===== config.mk =====
export PLATFORM = sky130hd
export DESIGN_NAME = decode_queue_flat
export DESIGN_NICKNAME = d
export VERILOG_FILES = /design/src/rtl/decode_queue_if.sv /design/src/rtl/decode_queue.sv /design/src/flat_wrapper.sv
export SDC_FILE = /design/constraint.sdc
export NUM_CORES = 1
export LEC_CHECK = 0
export CAP_MARGIN = 0
export CORE_MARGIN = 5
export CORE_UTILIZATION = 59
export CTS_CLUSTER_SIZE = 14
export DETAILED_ROUTE_END_ITERATION = 10
export GPL_TIMING_DRIVEN = 1
export PLACE_DENSITY = 0.93
export SYNTH_ARGS = -nofsm -noshare
export SYNTH_HDL_FRONTEND = slang
export SYNTH_SLANG_ARGS = --single-unit
export TNS_END_PERCENT = 5

===== constraint.sdc =====
create_clock -name clk -period 11.9 [get_ports clk]
set_input_delay 2.38 -clock clk [delete_from_list [all_inputs] [get_ports clk]]
set_output_delay 2.38 -clock clk [all_outputs]
set_load 0.01 [all_outputs]

===== src/rtl/decode_queue_if.sv =====
// Handshake bundle between fetch, decode queue and execute.
// Modports: master (fetch/execute side), slave (queue side).
interface decode_queue_if #(
  parameter int DEPTH = 4,
  parameter int PC_W  = 32
);
  localparam int CW = $clog2(DEPTH) + 1;

  logic            flush;
  logic            in_valid;
  logic            in_ready;
  logic [31:0]     in_inst;
  logic [PC_W-1:0] in_pc;

  logic            out_valid;
  logic            out_ready;
  logic [5:0]      out_dec_inst;
  logic [4:0]      out_rs;
  logic [4:0]      out_rt;
  logic [4:0]      out_rd;
  logic [4:0]      out_shamt;
  logic [15:0]     out_imm;
  logic [31:0]     out_imm_ext;
  logic [PC_W-1:0] out_pc;
  logic            out_illegal;

  logic            halted;
  logic [CW-1:0]   count;

  modport master (
    output flush, in_valid, in_inst, in_pc, out_ready,
    input  in_ready, out_valid, out_dec_inst, out_rs,
    input  out_rt, out_rd, out_shamt, out_imm,
    input  out_imm_ext, out_pc, out_illegal,
    input  halted, count
  );

  modport slave (
    input  flush, in_valid, in_inst, in_pc, out_ready,
    output in_ready, out_valid, out_dec_inst, out_rs,
    output out_rt, out_rd, out_shamt, out_imm,
    output out_imm_ext, out_pc, out_illegal,
    output halted, count
  );
endinterface


===== src/rtl/decode_queue.sv =====
// MIPS decode + FIFO queue with RUN/HALTED state; decode at enqueue.
// Ports: clk, rst_n (sync, active low), q (decode_queue_if.slave).
// Option: DECODE_ILLEGAL_TRAP_EN stores an illegal-encoding flag.
module decode_queue #(
  parameter int DEPTH = 4,
  parameter int PC_W  = 32
) (
  input logic           clk,
  input logic           rst_n,
  decode_queue_if.slave q
);
  localparam int AW = $clog2(DEPTH);
  localparam int CW = AW + 1;

  localparam logic [5:0] INST_NOP   = 6'd0;
  localparam logic [5:0] INST_ADDU  = 6'd1;
  localparam logic [5:0] INST_SUBU  = 6'd2;
  localparam logic [5:0] INST_SLT   = 6'd3;
  localparam logic [5:0] INST_JR    = 6'd4;
  localparam logic [5:0] INST_ORI   = 6'd5;
  localparam logic [5:0] INST_LW    = 6'd6;
  localparam logic [5:0] INST_SW    = 6'd7;
  localparam logic [5:0] INST_BEQ   = 6'd8;
  localparam logic [5:0] INST_ADDI  = 6'd9;
  localparam logic [5:0] INST_ADDIU = 6'd10;
  localparam logic [5:0] INST_J     = 6'd11;
  localparam logic [5:0] INST_JAL   = 6'd12;
  localparam logic [5:0] INST_HLT   = 6'd13;
  localparam logic [5:0] INST_LUI   = 6'd14;

  typedef struct packed {
    logic [5:0]      dec;
    logic [4:0]      rs;
    logic [4:0]      rt;
    logic [4:0]      rd;
    logic [4:0]      shamt;
    logic [15:0]     imm;
    logic [31:0]     imm_ext;
    logic [PC_W-1:0] pc;
  } entry_t;

  typedef enum logic {RUN, HALTED} state_e;

  logic [5:0]  op;
  logic [5:0]  fn;
  logic [4:0]  f_rs;
  logic [4:0]  f_rt;
  logic [4:0]  f_rd;
  logic [4:0]  f_sh;
  logic [15:0] f_imm;
  logic        sp;
  logic [5:0]  dec;
  logic        legal;
  entry_t      new_e;

  assign op    = q.in_inst[31:26];
  assign f_rs  = q.in_inst[25:21];
  assign f_rt  = q.in_inst[20:16];
  assign f_rd  = q.in_inst[15:11];
  assign f_sh  = q.in_inst[10:6];
  assign fn    = q.in_inst[5:0];
  assign f_imm = q.in_inst[15:0];
  assign sp    = (op == 6'h00);

  always_comb begin
    dec   = INST_NOP;
    legal = 1'b0;
    unique case (1'b1)
      sp && fn == 6'h21 && f_sh == 5'd0: begin
        dec = INST_ADDU; legal = 1'b1;
      end
      sp && fn == 6'h23 && f_sh == 5'd0: begin
        dec = INST_SUBU; legal = 1'b1;
      end
      sp && fn == 6'h2a && f_sh == 5'd0: begin
        dec = INST_SLT; legal = 1'b1;
      end
      sp && fn == 6'h08 && f_rt == 5'd0
         && f_rd == 5'd0: begin
        dec = INST_JR; legal = 1'b1;
      end
      op == 6'h0d: begin
        dec = INST_ORI; legal = 1'b1;
      end
      op == 6'h23: begin
        dec = INST_LW; legal = 1'b1;
      end
      op == 6'h2b: begin
        dec = INST_SW; legal = 1'b1;
      end
      op == 6'h04: begin
        dec = INST_BEQ; legal = 1'b1;
      end
      op == 6'h08: begin
        dec = INST_ADDI; legal = 1'b1;
      end
      op == 6'h09: begin
        dec = INST_ADDIU; legal = 1'b1;
      end
      op == 6'h02: begin
        dec = INST_J; legal = 1'b1;
      end
      op == 6'h03: begin
        dec = INST_JAL; legal = 1'b1;
      end
      op == 6'h3f: begin
        dec = INST_HLT; legal = 1'b1;
      end
      op == 6'h0f && f_rs == 5'd0: begin
        dec = INST_LUI; legal = 1'b1;
      end
      default: ;
    endcase
  end

  always_comb begin
    new_e       = '0;
    new_e.dec   = dec;
    new_e.rs    = f_rs;
    new_e.rt    = f_rt;
    new_e.rd    = f_rd;
    new_e.shamt = f_sh;
    new_e.imm   = f_imm;
    new_e.pc    = q.in_pc;
    // ORI/LUI use a logical immediate; all else is signed
    if (dec == INST_ORI || dec == INST_LUI)
      new_e.imm_ext = {16'h0, f_imm};
    else
      new_e.imm_ext = {{16{f_imm[15]}}, f_imm};
  end

  entry_t        mem_q [DEPTH];
  logic [AW-1:0] rptr_q;
  logic [AW-1:0] wptr_q;
  logic [CW-1:0] cnt_q;
  logic [CW-1:0] cnt_d;
  state_e        state_q;
  state_e        state_d;
  logic          full;
  logic          empty;
  logic          enq;
  logic          deq;

  assign full  = (cnt_q == CW'(DEPTH));
  assign empty = (cnt_q == '0);
  assign enq   = q.in_valid && q.in_ready;
  assign deq   = q.out_valid && q.out_ready;

  always_comb begin
    cnt_d = cnt_q;
    unique case ({enq, deq})
      2'b10:   cnt_d = cnt_q + 1'b1;
      2'b01:   cnt_d = cnt_q - 1'b1;
      default: ;
    endcase
  end

  always_ff @(posedge clk) begin
    if (!rst_n) begin
      rptr_q <= '0;
      wptr_q <= '0;
      cnt_q  <= '0;
      for (int i = 0; i < DEPTH; i++)
        mem_q[i] <= '0;
    end else if (q.flush) begin
      rptr_q <= '0;
      wptr_q <= '0;
      cnt_q  <= '0;
    end else begin
      if (enq) begin
        mem_q[wptr_q] <= new_e;
        wptr_q        <= wptr_q + 1'b1;
      end
      if (deq)
        rptr_q <= rptr_q + 1'b1;
      cnt_q <= cnt_d;
    end
  end

`ifdef DECODE_ILLEGAL_TRAP_EN
  logic ill_q [DEPTH];

  always_ff @(posedge clk) begin
    if (!rst_n) begin
      for (int i = 0; i < DEPTH; i++)
        ill_q[i] <= 1'b0;
    end else if (!q.flush && enq) begin
      ill_q[wptr_q] <= !legal;
    end
  end

  assign q.out_illegal = ill_q[rptr_q];
`else
  logic unused_legal;
  assign unused_legal  = legal;
  assign q.out_illegal = 1'b0;
`endif

  always_ff @(posedge clk) begin
    if (!rst_n)
      state_q <= RUN;
    else
      state_q <= state_d;
  end

  always_comb begin
    state_d = state_q;
    unique case (state_q)
      RUN:
        if (q.flush)
          state_d = RUN;
        else if (enq && dec == INST_HLT)
          state_d = HALTED;
      HALTED:
        if (q.flush)
          state_d = RUN;
      default: state_d = RUN;
    endcase
  end

  always_comb begin
    q.halted   = (state_q == HALTED);
    q.in_ready = !full && (state_q == RUN);
  end

  assign q.out_valid    = !empty;
  assign q.count        = cnt_q;
  assign q.out_dec_inst = mem_q[rptr_q].dec;
  assign q.out_rs       = mem_q[rptr_q].rs;
  assign q.out_rt       = mem_q[rptr_q].rt;
  assign q.out_rd       = mem_q[rptr_q].rd;
  assign q.out_shamt    = mem_q[rptr_q].shamt;
  assign q.out_imm      = mem_q[rptr_q].imm;
  assign q.out_imm_ext  = mem_q[rptr_q].imm_ext;
  assign q.out_pc       = mem_q[rptr_q].pc;
endmodule


===== src/flat_wrapper.sv =====
// flat-port wrapper written by rule: the top's interface ports become plain ports
module decode_queue_flat 
#(
  parameter int DEPTH = 4,
  parameter int PC_W  = 32
)
  (clk, rst_n, q_flush, q_in_valid, q_in_inst, q_in_pc, q_out_ready, q_in_ready, q_out_valid, q_out_dec_inst, q_out_rs, q_out_rt, q_out_rd, q_out_shamt, q_out_imm, q_out_imm_ext, q_out_pc, q_out_illegal, q_halted, q_count);
  decode_queue_if #(.DEPTH(DEPTH), .PC_W(PC_W)) q_i ();
  input logic clk;
  input logic rst_n;
  input wire logic [$bits(q_i.flush)-1:0] q_flush;
  input wire logic [$bits(q_i.in_valid)-1:0] q_in_valid;
  input wire logic [$bits(q_i.in_inst)-1:0] q_in_inst;
  input wire logic [$bits(q_i.in_pc)-1:0] q_in_pc;
  input wire logic [$bits(q_i.out_ready)-1:0] q_out_ready;
  output wire logic [$bits(q_i.in_ready)-1:0] q_in_ready;
  output wire logic [$bits(q_i.out_valid)-1:0] q_out_valid;
  output wire logic [$bits(q_i.out_dec_inst)-1:0] q_out_dec_inst;
  output wire logic [$bits(q_i.out_rs)-1:0] q_out_rs;
  output wire logic [$bits(q_i.out_rt)-1:0] q_out_rt;
  output wire logic [$bits(q_i.out_rd)-1:0] q_out_rd;
  output wire logic [$bits(q_i.out_shamt)-1:0] q_out_shamt;
  output wire logic [$bits(q_i.out_imm)-1:0] q_out_imm;
  output wire logic [$bits(q_i.out_imm_ext)-1:0] q_out_imm_ext;
  output wire logic [$bits(q_i.out_pc)-1:0] q_out_pc;
  output wire logic [$bits(q_i.out_illegal)-1:0] q_out_illegal;
  output wire logic [$bits(q_i.halted)-1:0] q_halted;
  output wire logic [$bits(q_i.count)-1:0] q_count;
  assign q_i.flush = q_flush;
  assign q_i.in_valid = q_in_valid;
  assign q_i.in_inst = q_in_inst;
  assign q_i.in_pc = q_in_pc;
  assign q_i.out_ready = q_out_ready;
  assign q_in_ready = q_i.in_ready;
  assign q_out_valid = q_i.out_valid;
  assign q_out_dec_inst = q_i.out_dec_inst;
  assign q_out_rs = q_i.out_rs;
  assign q_out_rt = q_i.out_rt;
  assign q_out_rd = q_i.out_rd;
  assign q_out_shamt = q_i.out_shamt;
  assign q_out_imm = q_i.out_imm;
  assign q_out_imm_ext = q_i.out_imm_ext;
  assign q_out_pc = q_i.out_pc;
  assign q_out_illegal = q_i.out_illegal;
  assign q_halted = q_i.halted;
  assign q_count = q_i.count;
  decode_queue #(.DEPTH(DEPTH), .PC_W(PC_W)) u_core (.clk(clk), .rst_n(rst_n), .q(q_i));
endmodule

==> run summary <==
The flow ran to the end, and the final reports show no timing, DRC or antenna violations. The total number of vias came out at about 6,700. The largest family of logic cells by synthesized area is simple AND/OR/NAND/NOR gates. The Yosys step of the flow raised 0 warnings. The die footprint came out at between 20,000 and 25,000 um^2.

Yosys mapped a number of flops with a built-in enable equal to between 200 and 300. For this run, design rule violations remaining after detail routing come to 0. The worst register-to-register path ends at u_core.mem_q[2][95]. Summed over all layers, the global routing overflow is 0.

Among all cell types in the netlist, the one instantiated most often is sky130_fd_sc_hd__edfxtp_1. The number of different library cells in the post-synthesis netlist is between 40 and 50. The global-route track usage on met1 came out at 0.280. The first detailed-routing pass ran for 5 iterations. The worst pin sits at a relative slew slack of 0.343.

The actual transition at the worst max-transition pin came out at ~0.99 ns. The highest clock rate came out at approximately 180 MHz. The CTS clock-pin slew for the worst setup and hold paths is ~0.060 ns. The half-perimeter wire length of the detailed placement result came out at 14.5 mm. Of the total synthesized cell area, the portion taken by AND, OR, NAND and NOR gates is 0.159. The total I/O pin count is around 180. The min-delay analysis places its worst path in the category reg2reg. The most utilized layer in the global route result is met2. The summed negative setup slack over all endpoints came out at 0 ns. The top cell type's share of synthesized area came out at 0.634. The xor-xnor portion of the synthesized cell area is 0.00587. Sorting the synthesized cells by area gives the leading types as sky130_fd_sc_hd__edfxtp_1 63%, sky130_fd_sc_hd__and2_1 12%, sky130_fd_sc_hd__mux4_2 12%, sky130_fd_sc_hd__buf_4 3.0%, sky130_fd_sc_hd__dfxtp_1 1.7%. The data arrival time at the worst-slack endpoint came out at 3.30 ns. For this configuration, the core starts out at a cell density of 0.594. The multiplexer fraction of the synthesized cell area is 0.119. The fraction of the cycle the final worst path needs is 0.477.

The met3 global-route usage came out at 0.0457. The total global routing track utilization came out at 0.214. The number of cells traversed by the worst hold path came out at 2. The first-pass GRT wire length came out at 39.2 mm. The number of gates given a new drive strength after cts is 0. The total of endpoints with negative setup slack in the final report is 0. The count of buffers from port buffering is 178. The max-cap violation count came out at 0.

By count the netlist is led by 252 x sky130_fd_sc_hd__edfxtp_1, 229 x sky130_fd_sc_hd__and2_1, 63 x sky130_fd_sc_hd__mux4_2. The sequential-to-total area share from yosys stat is 0.650. Setup repair after global routing left no endpoint under its margin. The net total in the final layout is roughly 970. The number of slew-limit violations in the final report came out at 0. From left edge to right edge, the die measures approximately 150 um. The biggest area contributor in the post-synthesis netlist is sky130_fd_sc_hd__edfxtp_1. The final estimated routing congestion in global placement came out at roughly 0.90. The clock insertion delay at the later pin of the skew report is between 0.5 and 0.6 ns. The synthesized netlist cell count is 771.

After filler insertion, the fill cell instance count of the layout stands at between 1,000 and 1,500. Dividing total power by cell area gives a power density of between 100 and 150 nW/um^2. The routed wire length is roughly 25 mm. The number of buffers added for setup after CTS is 0. From synthesis to final layout, the design area changed by 20.5%. The worst hold path startpoint is u_core.rptr_q[0]. The count of antenna diodes in the layout is 0. Clock tree synthesis selected as its root buffer the cell sky130_fd_sc_hd__clkbuf_16. The count of endpoints failing hold in the final timing report came to 0. The power after layout came out at around 2 mW.

The number of global-route vias before repair came to 7,069. The area of the placeable core came out at 20,100 um^2. The via density per instance is between 5 and 6. Entering global routing, the biggest net connects 64 pins. The minimum clock period is roughly 5.7 ns.

TritonCTS built the clock tree. The peak fanout along the critical path is 41. The hold path endpoint is u_core.rptr_q[0]. The flip-flop and latch count after synthesis is about 260. The fraction of registers with async set/reset came out at 0.

The maximum resistive drop on vdd is 88.9 uV. For met2 alone, demand over resource in global routing was 0.367. The synthesized-area fraction occupied by adder cells is 0.00272. The setup path with the least slack is of type reg2out. In this run the static leakage power is 5.08 nW. The worst register-to-register path has a setup slack of a little under 9 ns. For the worst flop-to-flop path, the logic depth is 6. CTS built an H-tree with a depth of 1. The worst register-to-register path begins at u_core.q.count[0]. The overall die height is between 150 and 200 um. Summing every instance area after synthesis gives approximately 12,000 um^2. Clock tree synthesis inserted a total of 25 buffers. The largest buffer count on any clock path is 3. In this run the remaining antenna-violating nets after routing total 0. The total cell area at the placement stage came out at about 14,000 um^2. The most used flip-flop cell after synthesis is sky130_fd_sc_hd__edfxtp_1.

The number of antenna violations at the first check in global routing came out at 0. For this design, the CTS-stage hold fixing added 0 buffers. The per-cell routed wire length came out at about 21 um. For the worst setup path, the data required time is approximately 9.5 ns. The share of post-route cells with drive strength above 1 came out at 0.130. The number of violations reported at the end of detailed-routing iteration 0 came out at 499. The tree built by TritonCTS fans out to 262 sinks. The mean post-synth cell area came out at between 15 and 20 um^2. The synthesized-area fraction occupied by ao, oa, aoi and oai cells is 0.0122. With fillers left out, the area of the finished cells amounts to roughly 14,000 um^2. On the final layout, the worst clock skew is ~0.024 ns. STA classifies the critical path endpoint as a primary output. The floorplan row count is between 50 and 60. STA classifies the critical path startpoint as a register.
-- layout by cell type (no fill, tap or decap), drive strengths merged, types with 2 or more instances in the layout --
cell	n
edfxtp	252
and2	230
clkdlybuf4s50	178
mux4	63
nor2	41
clkbuf	33
inv	10
dfxtp	10
clkinv	10
nand2	9
xor2	7
buf	6
or3	5
o21ai	5
nor4	4
nand4	4
nand2b	4
a21oi	4
nand3b	3
conb	3
nor3b	3
nor3	3
a211o	2
and3b	2
nor4b	2
bufinv	2
or2	2
-- how the worst max path moves through the flow --
stage | startpoint | endpoint | slack, ns | cells past startpoint
6_report | register | q_out_imm_ext[23] | 6.22 | 3
5_1_grt | register | q_out_imm_ext[23] | 5.96 | 3
4_1_cts | register | q_out_imm_ext[23] | 6.12 | 3
3_5_place_dp | rst_n | u_core.mem_q[2][17] | 6.09 | 6
3_3_place_gp | rst_n | u_core.mem_q[2][22] | 6.20 | 6
2_1_floorplan | q_in_valid | u_core.mem_q[3][0] | 4.38 | 2
-- state kept, by name (all words and copies together) (netlist names), named ones only --
| name | flops |
|---|---|
| u_core.mem_q | 252 |
| u_core.q.count | 3 |
| u_core.q.halted | 1 |
| u_core.rptr_q | 2 |
| u_core.wptr_q | 2 |
-- stage by stage --
step / setup WS (ns) / util / hold WS, ns / std cells
CTS: 6.12 / 0.716 / 0.548 / 1184
global placement: 6.20 / 0.677 / 0.517 / 1138
detailed placement: 6.09 / 0.677 / 0.530 / 1138
floorplan: 4.38 / - / 0.485 / 773
finish: 6.22 / 0.716 / 0.542 / 1184
global route: 5.96 / 0.716 / 0.576 / 1184
-- layer usage --
layer  share of wire  wire, um
met1            0.38      9490
met2            0.52     12900
met3           0.079      1980
met4           0.022       559
met5               0         0
-- layout make-up --
type	count	area, um^2	share of cell area
Timing Repair Buffer	184	1830	0.127
Sequential cell	262	7770	0.540
Tap cell	270	338	0.0235
Inverter	9	33.8	0.00235
Multi-Input combinational cell	413	3630	0.253
Clock buffer	33	666	0.0463
Clock inverter	13	118	0.00817
-- report_power, final --
| part | switching, mW | total (mW) | internal [mW] | leakage, nW |
|---|---|---|---|---|
| Clock | 0.321 | 0.758 | 0.438 | 0.386 |
| Combinational | 0.0882 | 0.182 | 0.0937 | 2.00 |
| Sequential | 0.0136 | 1.07 | 1.05 | 2.69 |
-- critical path, cell delays in order, from the launching register on --
cell and delay, ns:
sky130_fd_sc_hd__dfxtp_4 0.68, sky130_fd_sc_hd__buf_4 0.77, sky130_fd_sc_hd__mux4_2 0.75, sky130_fd_sc_hd__clkdlybuf4s50_1 0.55
-- cell families after synthesis --
kind of cell,count (synthesis)
AOI/OAI and AO/OA,20
xor gates and xnor gates,8
adders and majority gates,2
buffers and inverters,98
DFF,262
muxes,63
other,1
and+or+nand+nor,317
Power figures use the tool's default switching activity.
